===== src/rtl/j1_io_pkg.sv =====
// Shared definitions for the J1 I/O responder: register addresses, STAT layout
// and the UART transmitter state encoding.
package j1_io_pkg;

    localparam logic [15:0] ADDR_DATA = 16'h1000;
    localparam logic [15:0] ADDR_STAT = 16'h2000;
    localparam logic [15:0] ADDR_GPIO = 16'h4000;
    localparam logic [15:0] ADDR_TLO  = 16'h8000;
    localparam logic [15:0] ADDR_THI  = 16'h8001;

    localparam int STAT_TX_NOT_FULL = 0;
    localparam int STAT_RX_FULL     = 1;
    localparam int STAT_TX_OVF      = 2;

    typedef enum logic [1:0] {
        TX_IDLE  = 2'd0,
        TX_START = 2'd1,
        TX_DATA  = 2'd2,
        TX_STOP  = 2'd3
    } tx_state_t;

    function automatic logic [15:0] stat_word(input logic tx_ovf,
                                              input logic rx_full,
                                              input logic tx_not_full);
        logic [15:0] w;
        w = '0;
        w[STAT_TX_OVF]      = tx_ovf;
        w[STAT_RX_FULL]     = rx_full;
        w[STAT_TX_NOT_FULL] = tx_not_full;
        return w;
    endfunction

endpackage


===== src/rtl/j1_uart_tx.sv =====
// UART transmitter: byte FIFO feeding an 8N1 serialiser. Frames run back to back
// while the FIFO holds data; the serialiser state is exposed on 'state'.
module j1_uart_tx
    import j1_io_pkg::*;
#(
    parameter int CLKS_PER_BIT = 48,
    parameter int TX_DEPTH     = 16
) (
    input  logic       clk,
    input  logic       reset,
    input  logic       push,
    input  logic [7:0] data,
    input  logic       overflow_clr,
    output logic       full,
    output logic       overflow,
    output logic       uart_tx,
    output tx_state_t  state
);

    localparam int AW = $clog2(TX_DEPTH);
    localparam int CW = $clog2(CLKS_PER_BIT);
    localparam logic [CW-1:0] BAUD_LAST = CW'(CLKS_PER_BIT - 1);

    logic [7:0]    mem [TX_DEPTH];
    logic [AW:0]   wr_ptr;
    logic [AW:0]   rd_ptr;
    logic [CW-1:0] baud_cnt;
    logic [2:0]    bit_idx;
    logic [7:0]    shift;
    logic          empty;
    logic          bit_end;
    logic          pop;
    logic          do_push;

    // Pointers carry one extra wrap bit so full and empty are distinguishable.
    assign empty   = (wr_ptr == rd_ptr);
    assign full    = (wr_ptr[AW] != rd_ptr[AW]) && (wr_ptr[AW-1:0] == rd_ptr[AW-1:0]);
    assign bit_end = (state != TX_IDLE) && (baud_cnt == BAUD_LAST);
    assign pop     = !empty && ((state == TX_IDLE) || ((state == TX_STOP) && bit_end));
    assign do_push = push && (!full || pop);

    always_ff @(posedge clk) begin
        if (do_push) begin
            mem[wr_ptr[AW-1:0]] <= data;
        end
    end

    always_ff @(posedge clk) begin
        if (reset) begin
            state    <= TX_IDLE;
            wr_ptr   <= '0;
            rd_ptr   <= '0;
            baud_cnt <= '0;
            bit_idx  <= '0;
            shift    <= '0;
            overflow <= 1'b0;
            uart_tx  <= 1'b1;
        end else begin
            if (do_push) begin
                wr_ptr <= wr_ptr + 1'b1;
            end
            if (pop) begin
                rd_ptr <= rd_ptr + 1'b1;
            end
            // A dropped push in the same cycle as a clear leaves the flag set.
            if (overflow_clr) begin
                overflow <= 1'b0;
            end
            if (push && full && !pop) begin
                overflow <= 1'b1;
            end

            if ((state == TX_IDLE) || bit_end) begin
                baud_cnt <= '0;
            end else begin
                baud_cnt <= baud_cnt + 1'b1;
            end

            case (state)
                TX_IDLE: begin
                    if (pop) begin
                        state   <= TX_START;
                        shift   <= mem[rd_ptr[AW-1:0]];
                        uart_tx <= 1'b0;
                    end
                end
                TX_START: begin
                    if (bit_end) begin
                        state   <= TX_DATA;
                        bit_idx <= '0;
                        uart_tx <= shift[0];
                    end
                end
                TX_DATA: begin
                    if (bit_end) begin
                        if (bit_idx == 3'd7) begin
                            state   <= TX_STOP;
                            uart_tx <= 1'b1;
                        end else begin
                            bit_idx <= bit_idx + 3'd1;
                            shift   <= {1'b0, shift[7:1]};
                            uart_tx <= shift[1];
                        end
                    end
                end
                TX_STOP: begin
                    if (bit_end) begin
                        if (pop) begin
                            state   <= TX_START;
                            shift   <= mem[rd_ptr[AW-1:0]];
                            uart_tx <= 1'b0;
                        end else begin
                            state <= TX_IDLE;
                        end
                    end
                end
                default: state <= TX_IDLE;
            endcase
        end
    end

endmodule


===== src/rtl/j1_io_port.sv =====
// J1 I/O bus responder: decodes io_rd/io_wr cycles into UART TX, RX holding
// register, GPIO latch and a 32-bit tick counter with a coherent high-half shadow.
module j1_io_port
    import j1_io_pkg::*;
#(
    parameter int CLKS_PER_BIT = 48,
    parameter int TX_DEPTH     = 16
) (
    input  logic        clk,
    input  logic        reset,
    input  logic        io_rd,
    input  logic        io_wr,
    input  logic [15:0] mem_addr,
    input  logic [15:0] dout,
    output logic [15:0] io_din,
    output logic        uart_tx,
    input  logic [7:0]  rx_data,
    input  logic        rx_valid,
    output logic        rx_ready,
    output logic [7:0]  gpio
);

    logic [31:0] ticks;
    logic [15:0] ticks_hi_shadow;
    logic [7:0]  rx_byte;
    logic        rx_full;
    logic        tx_full;
    logic        tx_overflow;
    logic [15:0] rd_data;
    logic        tx_push;
    logic        tx_ovf_clr;
    tx_state_t   tx_state_unused;
    logic [7:0]  dout_hi_unused;

    assign tx_push        = io_wr && (mem_addr == ADDR_DATA);
    assign tx_ovf_clr     = io_wr && (mem_addr == ADDR_STAT);
    assign dout_hi_unused = dout[15:8];

    j1_uart_tx #(
        .CLKS_PER_BIT(CLKS_PER_BIT),
        .TX_DEPTH    (TX_DEPTH)
    ) u_tx (
        .clk         (clk),
        .reset       (reset),
        .push        (tx_push),
        .data        (dout[7:0]),
        .overflow_clr(tx_ovf_clr),
        .full        (tx_full),
        .overflow    (tx_overflow),
        .uart_tx     (uart_tx),
        .state       (tx_state_unused)
    );

    // Read mux sees only registered state, so a same-cycle write never leaks in.
    always_comb begin
        rd_data = '0;
        case (mem_addr)
            ADDR_DATA: rd_data = rx_full ? {8'h00, rx_byte} : 16'h0000;
            ADDR_STAT: rd_data = stat_word(tx_overflow, rx_full, !tx_full);
            ADDR_GPIO: rd_data = {8'h00, gpio};
            ADDR_TLO:  rd_data = ticks[15:0];
            ADDR_THI:  rd_data = ticks_hi_shadow;
            default:   rd_data = '0;
        endcase
    end

    // RX handshake: a byte transfers on any cycle with rx_valid && rx_ready;
    // rx_ready then stays low until the core reads DATA, freeing the slot next cycle.
    assign rx_ready = !rx_full;

    always_ff @(posedge clk) begin
        if (reset) begin
            io_din          <= '0;
            gpio            <= '0;
            rx_byte         <= '0;
            rx_full         <= 1'b0;
            ticks           <= '0;
            ticks_hi_shadow <= '0;
        end else begin
            ticks <= ticks + 32'd1;
            if (io_rd) begin
                io_din <= rd_data;
            end
            if (io_rd && (mem_addr == ADDR_TLO)) begin
                ticks_hi_shadow <= ticks[31:16];
            end
            if (io_wr && (mem_addr == ADDR_GPIO)) begin
                gpio <= dout[7:0];
            end
            if (io_rd && (mem_addr == ADDR_DATA)) begin
                rx_full <= 1'b0;
            end
            if (rx_valid && rx_ready) begin
                rx_byte <= rx_data;
                rx_full <= 1'b1;
            end
        end
    end

endmodule


===== config.mk =====
export PLATFORM = sky130hd
export DESIGN_NAME = j1_io_port
export DESIGN_NICKNAME = d
export VERILOG_FILES = /design/src/rtl/j1_io_pkg.sv /design/src/rtl/j1_uart_tx.sv /design/src/rtl/j1_io_port.sv
export SDC_FILE = /design/constraint.sdc
export NUM_CORES = 1
export LEC_CHECK = 0
export ABC_AREA = 1
export CAP_MARGIN = 40
export CORE_AREA = 5 5 119 205
export DETAILED_ROUTE_END_ITERATION = 16
export DIE_AREA = 0 0 124 210
export DONT_BUFFER_PORTS = 1
export PLACE_DENSITY = 0.73
export SYNTH_ARGS = -nofsm -noshare
export SYNTH_HDL_FRONTEND = slang
export SYNTH_SLANG_ARGS = --single-unit

===== constraint.sdc =====
create_clock -name clk -period 2.85 [get_ports clk]
set_input_delay 0.4275 -clock clk [delete_from_list [all_inputs] [get_ports clk]]
set_output_delay 0.4275 -clock clk [all_outputs]
set_load 0.01 [all_outputs]

==> results of run 1 <==
[layer usage]
layer | global-route usage | wire [um]
met1 | 0.225 | 9940
met2 | 0.397 | 15100
met3 | 0.0252 | 1000
met4 | 0.105 | 1340
met5 | 0 | 0
[registers in the layout, summed over array words and instances (netlist names), 2 cells and up, named ones only]
register,count
ticks,32
ticks_hi_shadow,16
u_tx.shift,8
u_tx.baud_cnt,6
u_tx.state,2
rx_byte,8
u_tx.bit_idx,3
gpio,8
u_tx.wr_ptr,5
u_tx.mem,128
io_din,16
u_tx.rd_ptr,5
[critical path, stage by stage, from the launching register on]
cell and delay [ns]:
dfxtp_1 0.37, ha_1 0.19, nand2_2 0.07, nor2_4 0.12
nand2_2 0.07, o21ai_2 0.18, nand2_4 0.15, nand2_2 0.18
nand3_1 0.22, nor2_1 0.15, buf_4 0.19
[cell usage after synthesis, types with 2 or more instances]
library cell	count
nor3_2	2
buf_4	7
o22ai_1	7
o211ai_1	10
xnor2_1	2
o21ai_1	5
nand2_2	6
buf_6	4
and3_1	2
nor2_1	174
nor2_4	5
edfxtp_1	128
inv_2	5
dfxtp_1	116
nor2_2	5
ha_1	15
buf_2	18
nand4_1	32
nand2_1	262
nor3b_1	4
nand2_4	2
clkbuf_1	26
or2_2	7
xor2_1	6
nor3_1	15
or2_0	3
nand3_2	2
a21oi_1	84
nand3b_1	5
inv_1	113
o21ai_0	78
nand3_1	122
buf_1	2
[cells by family (layout without fill, tap and decap cells)]
logic type / after synthesis / in the layout / synth area share
AO/OA/AOI/OAI: 190 / 190 / 0.0910
adder cells (fa/ha/maj): 15 / 15 / 0.0170
flip-flops: 244 / 244 / 0.559
AND/OR/NAND/NOR: 650 / 650 / 0.260
buffers and inverters: 175 / 193 / 0.0667
XOR/XNOR: 8 / 8 / 0.00635
other: 0 / 2 / 0
[per-stage QoR]
| stage | instance area, um2 | util | power (mW) |
|---|---|---|---|
| 2_1_floorplan | 11000 | - | 5.62 |
| 3_3_place_gp | 11300 | 0.501 | 5.91 |
| 3_5_place_dp | 11300 | 0.501 | 5.96 |
| 4_1_cts | 12100 | 0.536 | 8.81 |
| 5_1_grt | 12100 | 0.536 | 9.23 |
| 6_report | 12100 | 0.536 | 8.75 |
[area by class of cell]
class / instances / area, um2 / area share
repair buffers: 35 / 295 / 0.0244
clock buffers: 29 / 587 / 0.0485
well taps: 300 / 375 / 0.0310
clock inverters: 11 / 93.8 / 0.00776
diodes: 2 / 5.00 / 0.000414
flip-flops and latches: 244 / 6170 / 0.510
inverters: 118 / 443 / 0.0366
multi-input cells: 863 / 4130 / 0.341
[worst paths after layout]
kind                       from  cells past startpoint            endpoint  slack [ns]
max            u_tx.baud_cnt[0]                     10      u_tx.mem[6][6]        0.65
min                       io_rd                      2          io_din[10]        0.04
max reg2reg    u_tx.baud_cnt[0]                     10      u_tx.mem[6][6]        0.65
min reg2reg  ticks_hi_shadow[8]                      2  ticks_hi_shadow[8]        0.45
[power by group through the flow]
stage	logic (mW)	registers (mW)	clock network [mW]
after floorplan	1.67	3.95	0
after CTS	2.03	3.91	2.86
after detailed placement	1.97	3.99	0
after global placement	1.93	3.98	0
final	2.03	3.91	2.81
after global routing	2.30	3.93	3.00
==> results.py, run 1 <==
metrics = {
    "status": {
        "status": "completed",
    },
    "logic_synthesis": {
        "syn_area_mm2": 0.0110,
        "synth_nets": 1342,
        "yosysWarnings": 0,
        "synth.distinct_cells": 41,
        "synth-async-reset-ratio": 0,
        "synth_top_flop_cell": "edfxtp_1",
        "synth.largest_area_cell": "edfxtp_1",
        "syn_area_per_cell_um2": 8.60,
        "synth_edf_count": 128,
        "yosysSeqAreaShare": 0.559,
        "ys_seq_elements": 244,
        "netlist_top_cells_area": "edfxtp_1, dfxtp_1, nand2_1",
        "yosysTopAreaCellShare": 0.349,
        "postSynthCellCount": 1282,
    },
    "placed_design": {
        "gp_congestion": 0.925,
        "dp_slack_ns": 0.467,
        "placed_cells": 1551,
        "port_buffers": 0,
        "dp_hpwl_mm": 18.9,
    },
    "critical_path": {
        "required_ns": 3.07,
        "arrival_ns": 2.42,
        "cp_max_fo": 14,
        "critPathCaptureType": "flop",
        "startpoint_type": "flop",
        "critPathKind": "reg2reg",
    },
    "power_and_ir_drop": {
        "max-vdd-ir-drop_mv": 0.634,
        "leakage_nw": 4.40,
        "seqPwrFrac": 0.447,
        "p_switching_mw": 2.75,
        "p_per_area_mw_per_mm2": 724,
        "intPower_mw": 6.01,
        "p_sw_frac": 0.314,
        "clkPwrFrac": 0.321,
        "combPwrFrac": 0.232,
    },
    "routing": {
        "drt-total-wl_mm": 27.4,
        "antenna_left": 0,
        "num_vias": 8593,
        "dr.pass1.iters": 5,
        "via_per_inst": 5.36,
        "routedWlPerCell_um": 17.1,
        "route.detailed.drc": 0,
        "detail_route.iter0.violations": 660,
    },
    "finish": {
        "area_growth_pct": 9.65,
        "final_common_cell": "nand2_1",
        "layout.cells.non_filler": 1602,
        "final_nets": 1344,
        "final_cell_mix": "nand2_1, nor2_1, edfxtp_1",
        "drive_gt1_frac": 0.0731,
        "fillers": 2031,
    },
    "timing": {
        "fin_skew_ns": 0.0224,
        "setup_violations": 0,
        "fin_setup_tns_ns": 0,
        "rsz0062_at_grt": "false",
        "setup_ws_ns": 0.653,
        "period_minus_slack_ns": 2.20,
        "max_slew_margin": 0.446,
        "drv_slew": 0,
        "worstMarginPinSlew_ns": 0.829,
        "fin_hold_ws_ns": 0.0392,
        "min_period_over_period": 0.771,
        "hold_viol_final": 0,
        "fmax_ghz": 0.455,
    },
    "worst_hold_path": {
        "hold_class": "in2reg",
    },
    "die": {
        "die_x_um": 124,
        "dieArea_mm2": 0.0260,
        "die_h_um": 210,
        "rows": 73,
        "design.core.area_mm2": 0.0226,
        "initial_utilization": 0.489,
        "io_pins": 71,
    },
    "cts": {
        "post_cts_resized": 0,
        "cts_buffers": 22,
        "cts_hold_buf": 9,
        "cts.path.max_buffers": 3,
        "cts_tree": "built",
        "post_cts_buffers": 0,
        "clkTransAtPathRegs_ns": 0.07,
        "cts.sink_count": 244,
        "cts_max_level": 1,
        "clk_latency_ns": 0.53,
        "cts-root-buf": "clkbuf_16",
    },
    "grt": {
        "grtUsageTotal": 0.211,
        "antenna_found_initial": 1,
        "grt_max_degree": 72,
        "overflow": 0,
        "grt_first_pass_wirelength_mm": 42.6,
        "grt_pass1_vias": 8178,
    },
    "job": {
        "maxCapViolations": 0,
    },
}
Note: power is estimated with default switching activity, not from simulation.
==> inputs of run 2 (changes only) <==
PLACE_DENSITY = 0.75   (was 0.73)
clock period = 2 ns   (was 2.85 ns; I/O delays follow)
==> run 2 against run 1 <==
  * Critical path depth grew 1
  * First-iteration DRC count grew 1.5%
  * Die area is the same
  * Non-clock buffer count grew 39
  * Worst hold slack lost 0.015 ns
  * Critical path type unchanged
  * Critical endpoint is now u_tx.mem[15][4]
  * Largest power group unchanged
  * Highest routed layer unchanged
==> results.py, run 2 (synthesis gave the netlist of run 1 again) <==
metrics = {
    "timing": {
        "max_slew_margin": 0.416,
        "period_minus_slack_ns": 1.94,
        "hold_viol_final": 0,
        "fin_skew_ns": 0.0241,
        "setup_violations": 0,
        "worstMarginPinSlew_ns": 0.874,
        "drv_slew": 0,
        "rsz0062_at_grt": "true",
        "fmax_ghz": 0.515,
        "min_period_over_period": 0.972,
    },
    "critical_path": {
        "required_ns": 2.25,
        "critPathCaptureType": "flop",
        "critPathKind": "reg2reg",
        "startpoint_type": "flop",
        "arrival_ns": 2.19,
        "cp_max_fo": 8,
    },
    "status": {
        "status": "completed",
    },
    "cts": {
        "clk_latency_ns": 0.53,
        "cts.path.max_buffers": 3,
        "cts_max_level": 1,
        "cts_tree": "built",
        "cts-root-buf": "clkbuf_16",
        "cts_buffers": 21,
        "cts.sink_count": 244,
        "clkTransAtPathRegs_ns": 0.06,
    },
    "worst_hold_path": {
        "hold_class": "in2reg",
    },
    "power_and_ir_drop": {
        "p_per_area_mw_per_mm2": 1040,
        "leakage_nw": 4.69,
        "max-vdd-ir-drop_mv": 0.667,
    },
    "die": {
        "rows": 73,
        "initial_utilization": 0.489,
        "die_h_um": 210,
        "design.core.area_mm2": 0.0226,
        "io_pins": 71,
        "dieArea_mm2": 0.0260,
        "die_x_um": 124,
    },
    "finish": {
        "drive_gt1_frac": 0.111,
        "layout.cells.non_filler": 1640,
        "regArea_mm2": 0.00618,
        "final_cell_mix": "nand2_1, nor2_1, edfxtp_1",
        "fillers": 1992,
        "area_growth_pct": 14.8,
        "final_nets": 1383,
        "utilization": 0.561,
        "final_common_cell": "nand2_1",
        "largest_reg_flops": 128,
        "multi_input_area_mm2": 0.00423,
    },
    "placed_design": {
        "port_buffers": 0,
        "placed_cells": 1576,
        "gp_congestion": 0.916,
        "dp_hpwl_mm": 19.4,
    },
    "routing": {
        "detail_route.iter0.violations": 670,
        "dr.pass1.iters": 6,
        "antenna_left": 0,
        "via_per_inst": 5.38,
        "drt-total-wl_mm": 28.2,
        "route.detailed.drc": 0,
        "routedWlPerCell_um": 17.2,
        "num_vias": 8825,
    },
    "grt": {
        "grt_max_degree": 49,
        "overflow": 0,
        "grt_first_pass_wirelength_mm": 44.1,
        "antenna_found_initial": 4,
        "grt_pass1_vias": 8578,
        "grtUsageTotal": 0.216,
    },
    "job": {
        "maxCapViolations": 0,
    },
}
[run 2: cell types whose count changed in the layout (fill, tap and decap cells not counted), moves of 4 or more]
| cell | before | now |
|---|---|---|
| buf_4 | 26 | 50 |
| buf_12 | 1 | 7 |
| dlygate4sd3_1 | 8 | 17 |
| dfxtp_1 | 115 | 108 |
| clkinv_2 | 5 | 1 |
| clkbuf_1 | 6 | 2 |
| dfxtp_2 | 1 | 8 |
[run 2: timing repair]
item / in CTS / in global routing
hold endpoints to repair: 192 / 0
pin swaps: 0 / 6
setup endpoints to repair: 47 / 142
buffers inserted: 0 / 5
gates resized for setup: 0 / 22
hold buffers: 18 / 0
cloned: 0 / 1
[run 2: cell type report]
| class | instances | share of cell area |
|---|---|---|
| Sequential cell | 244 | 0.488 |
| Antenna cell | 2 | 0.000395 |
| Clock buffer | 25 | 0.0443 |
| Inverter | 118 | 0.0350 |
| Multi-Input combinational cell | 864 | 0.334 |
| Clock inverter | 13 | 0.0147 |
| Tap cell | 300 | 0.0296 |
| Timing Repair Buffer | 74 | 0.0542 |
[run 2: final timing paths]
path	depth (start not counted)	slack [ns]	end	from
setup / recovery	11	0.06	u_tx.mem[15][4]	u_tx.baud_cnt[0]
hold / removal	3	0.02	io_din[0]	io_rd
setup reg to reg	11	0.06	u_tx.mem[15][4]	u_tx.baud_cnt[0]
hold reg to reg	2	0.45	ticks_hi_shadow[0]	ticks_hi_shadow[0]
[run 2: worst max-delay path, stage by stage (launching register included)]
cell     delay [ns]
dfxtp_2        0.35
ha_4           0.15
nand2_4        0.05
nor2_4         0.11
nand2_2        0.07
o21ai_4        0.18
nand2_4        0.07
nand2_4        0.10
buf_4          0.12
nand2_2        0.09
nor3_4         0.21
buf_12         0.16
[run 2: layer usage]
layer,vias to the layer above,wire (um),track usage,share of wire
li1,4376,-,-,-
met1,4131,10100,0.235,0.36
met2,236,15700,0.410,0.56
met3,82,1160,0.0263,0.041
met4,0,1250,0.0930,0.044
met5,-,0,0,0
[run 2: report_power, final]
part	leakage, nW	switching, mW	internal (mW)	total [mW]
combinational	2.24	2.11	1.07	3.18
sequential	2.09	0.142	5.45	5.59
clock	0.357	1.87	2.55	4.42
[run 2: stage by stage]
stage | hold WS [ns] | power (mW) | setup slack, ns | area, um2 | setup TNS, ns
after floorplan | 0.399 | 8.01 | -0.0687 | 11100 | -6.59
after global placement | 0.376 | 8.54 | -0.0230 | 11600 | -1.18
after detailed placement | 0.379 | 8.63 | -0.0748 | 11600 | -3.63
after CTS | 0.00960 | 13.1 | -0.0246 | 12500 | -0.641
after global routing | 0.0251 | 13.8 | -0.0400 | 12700 | -0.290
final | 0.0242 | 13.2 | 0.0568 | 12700 | 0
==> inputs of run 3 (changes only) <==
--- a/config.mk
+++ b/config.mk
@@ -17 +17,2 @@
 export SYNTH_SLANG_ARGS = --single-unit
+export TNS_END_PERCENT = 20
==> constraint.sdc (replaced) <==
create_clock -name clk -period 2 [get_ports clk]
set_input_delay 0.2 -clock clk [delete_from_list [all_inputs] [get_ports clk]]
set_output_delay 0.2 -clock clk [all_outputs]
set_load 0.01 [all_outputs]
==> run 3 against run 2 <==
  * Fmax rose by 0.64%
  * Worst setup slack improved by 0.012 ns
  * Routed wire length fell by 1.0%
  * Via count rose by 0.63%
  * Critical path type unchanged
  * Critical endpoint is now u_tx.mem[15][7]
==> results.py, run 3 (synthesis gave the netlist of run 1 again) <==
metrics = {
    "finish": {
        "drive_gt1_frac": 0.102,
        "final_nets": 1384,
        "area_growth_pct": 14.6,
        "fillers": 2008,
        "final_common_cell": "nand2_1",
        "largest_reg_flops": 128,
        "final_cell_mix": "nand2_1, nor2_1, edfxtp_1",
    },
    "cts": {
        "cts.path.max_buffers": 3,
        "cts.sink_count": 244,
        "clkTransAtPathRegs_ns": 0.07,
        "cts-root-buf": "clkbuf_16",
        "cts_buffers": 21,
        "cts_tree": "built",
        "cts_max_level": 1,
        "clk_latency_ns": 0.53,
    },
    "grt": {
        "use_met1": 0.225,
        "overflow": 0,
        "antenna_found_initial": 4,
        "grt_first_pass_wirelength_mm": 43.8,
        "grt_max_degree": 49,
        "globalRouteMet2Util": 0.407,
        "met3_usage": 0.0247,
        "top_usage_layer": "met2",
        "grtUsageTotal": 0.214,
        "grt_pass1_vias": 8687,
    },
    "routing": {
        "detail_route.iter0.violations": 558,
        "dr.pass1.iters": 5,
        "num_vias": 8881,
        "antenna_left": 0,
        "via_per_inst": 5.42,
        "routedWlPerCell_um": 17.0,
        "drt-total-wl_mm": 27.9,
        "route.detailed.drc": 0,
    },
    "die": {
        "die_h_um": 210,
        "dieArea_mm2": 0.0260,
        "rows": 73,
        "io_pins": 71,
        "die_x_um": 124,
        "design.core.area_mm2": 0.0226,
        "initial_utilization": 0.489,
    },
    "power_and_ir_drop": {
        "seqPwrFrac": 0.423,
        "p_sw_frac": 0.307,
        "combPwrFrac": 0.246,
        "max-vdd-ir-drop_mv": 0.650,
        "clkPwrFrac": 0.331,
        "p_per_area_mw_per_mm2": 1040,
        "intPower_mw": 9.13,
        "leakage_nw": 4.69,
        "p_switching_mw": 4.05,
    },
    "timing": {
        "hold_viol_final": 0,
        "period_minus_slack_ns": 1.93,
        "setup_ws_ns": 0.0693,
        "fin_hold_ws_ns": 0.00499,
        "fin_skew_ns": 0.0278,
        "min_period_over_period": 0.965,
        "max_slew_margin": 0.385,
        "setup_violations": 0,
        "rsz0062_at_grt": "true",
        "drv_slew": 0,
        "worstMarginPinSlew_ns": 0.920,
        "fmax_ghz": 0.518,
    },
    "critical_path": {
        "startpoint_type": "flop",
        "cp_max_fo": 8,
        "r2r_end": "u_tx.mem[15][7]",
        "critPathKind": "reg2reg",
        "r2r_cells": 10,
        "reg2reg_setup_slack_ns": 0.07,
        "required_ns": 2.25,
        "arrival_ns": 2.18,
        "rr_startpoint": "u_tx.baud_cnt[1]",
        "critPathCaptureType": "flop",
    },
    "job": {
        "maxCapViolations": 0,
    },
    "placed_design": {
        "dp_slack_ns": -0.0337,
        "gp_congestion": 0.895,
        "dp_hpwl_mm": 19.3,
        "port_buffers": 0,
    },
    "worst_hold_path": {
        "hold_class": "in2reg",
        "min-delay-start": "io_wr",
        "whs_path_depth": 3,
        "whs_endpoint": "u_tx.overflow",
    },
    "status": {
        "status": "completed",
    },
}
-- run 3: area by class of cell --
class | instances | area [um2] | share of cell area
antenna | 1 | 2.50 | 0.000198
clock buffer | 27 | 568 | 0.0449
clock inverter | 11 | 165 | 0.0131
inverter | 118 | 443 | 0.0350
multi-input combinational | 863 | 4210 | 0.333
sequential | 244 | 6170 | 0.488
tap | 300 | 375 | 0.0297
timing repair buffer | 76 | 703 | 0.0556
-- run 3: worst max path at each step --
stage / from / to / slack [ns] / cells past startpoint
floorplan: u_tx.baud_cnt[0] / u_tx.mem[0][0] / -0.07 / 9
global placement: u_tx.baud_cnt[1] / u_tx.mem[2][6] / 0.02 / 10
detailed placement: u_tx.baud_cnt[1] / u_tx.mem[10][1] / -0.03 / 10
CTS: u_tx.baud_cnt[1] / u_tx.mem[5][4] / -0.03 / 10
global route: u_tx.baud_cnt[1] / u_tx.mem[15][7] / -0.03 / 10
finish: u_tx.baud_cnt[1] / u_tx.mem[15][7] / 0.07 / 10
-- run 3: power by group through the flow --
stage | clock (mW) | sequential (mW) | combinational (mW)
global route | 4.58 | 5.59 | 3.66
CTS | 4.42 | 5.57 | 3.10
floorplan | 0 | 5.63 | 2.38
finish | 4.36 | 5.57 | 3.24
detailed placement | 0 | 5.68 | 2.98
global placement | 0 | 5.67 | 2.92
-- run 3: through the flow --
stage               utilization  TNS, ns  total power [mW]  cell area [um2]  instances
floorplan                     -    -7.22              8.01            11100       1282
global placement          0.514        0              8.59            11600       1579
detailed placement        0.514    -1.06              8.66            11600       1579
CTS                       0.556    -1.17              13.1            12500       1636
global route              0.560   -0.460              13.8            12600       1640
finish                    0.560        0              13.2            12600       1640
-- run 3: timing repair --
item,in CTS,in global routing
hold buffers,19,0
gates resized for setup,0,13
cloned,0,0
endpoints found under the setup margin,48,115
buffers inserted,0,3
hold endpoints to repair,195,0
pin swaps,0,2
-- run 3: critical path, stage by stage (launching register included) --
cell and delay, ns:
dfxtp_1 0.35, ha_1 0.19, nand2_2 0.08, nor2_4 0.09, nand2_2 0.07, o21ai_4 0.16, nand2_4 0.08, nand2_4 0.13
nand2_4 0.11, nor3_4 0.26, buf_12 0.15
-- run 3: layer usage --
metal	vias up	routed length, um	part of all wire
met1	4161	9780	0.35
met2	247	15500	0.56
met5	-	0	0
li1	4372	-	-
met3	101	1100	0.039
met4	0	1490	0.054
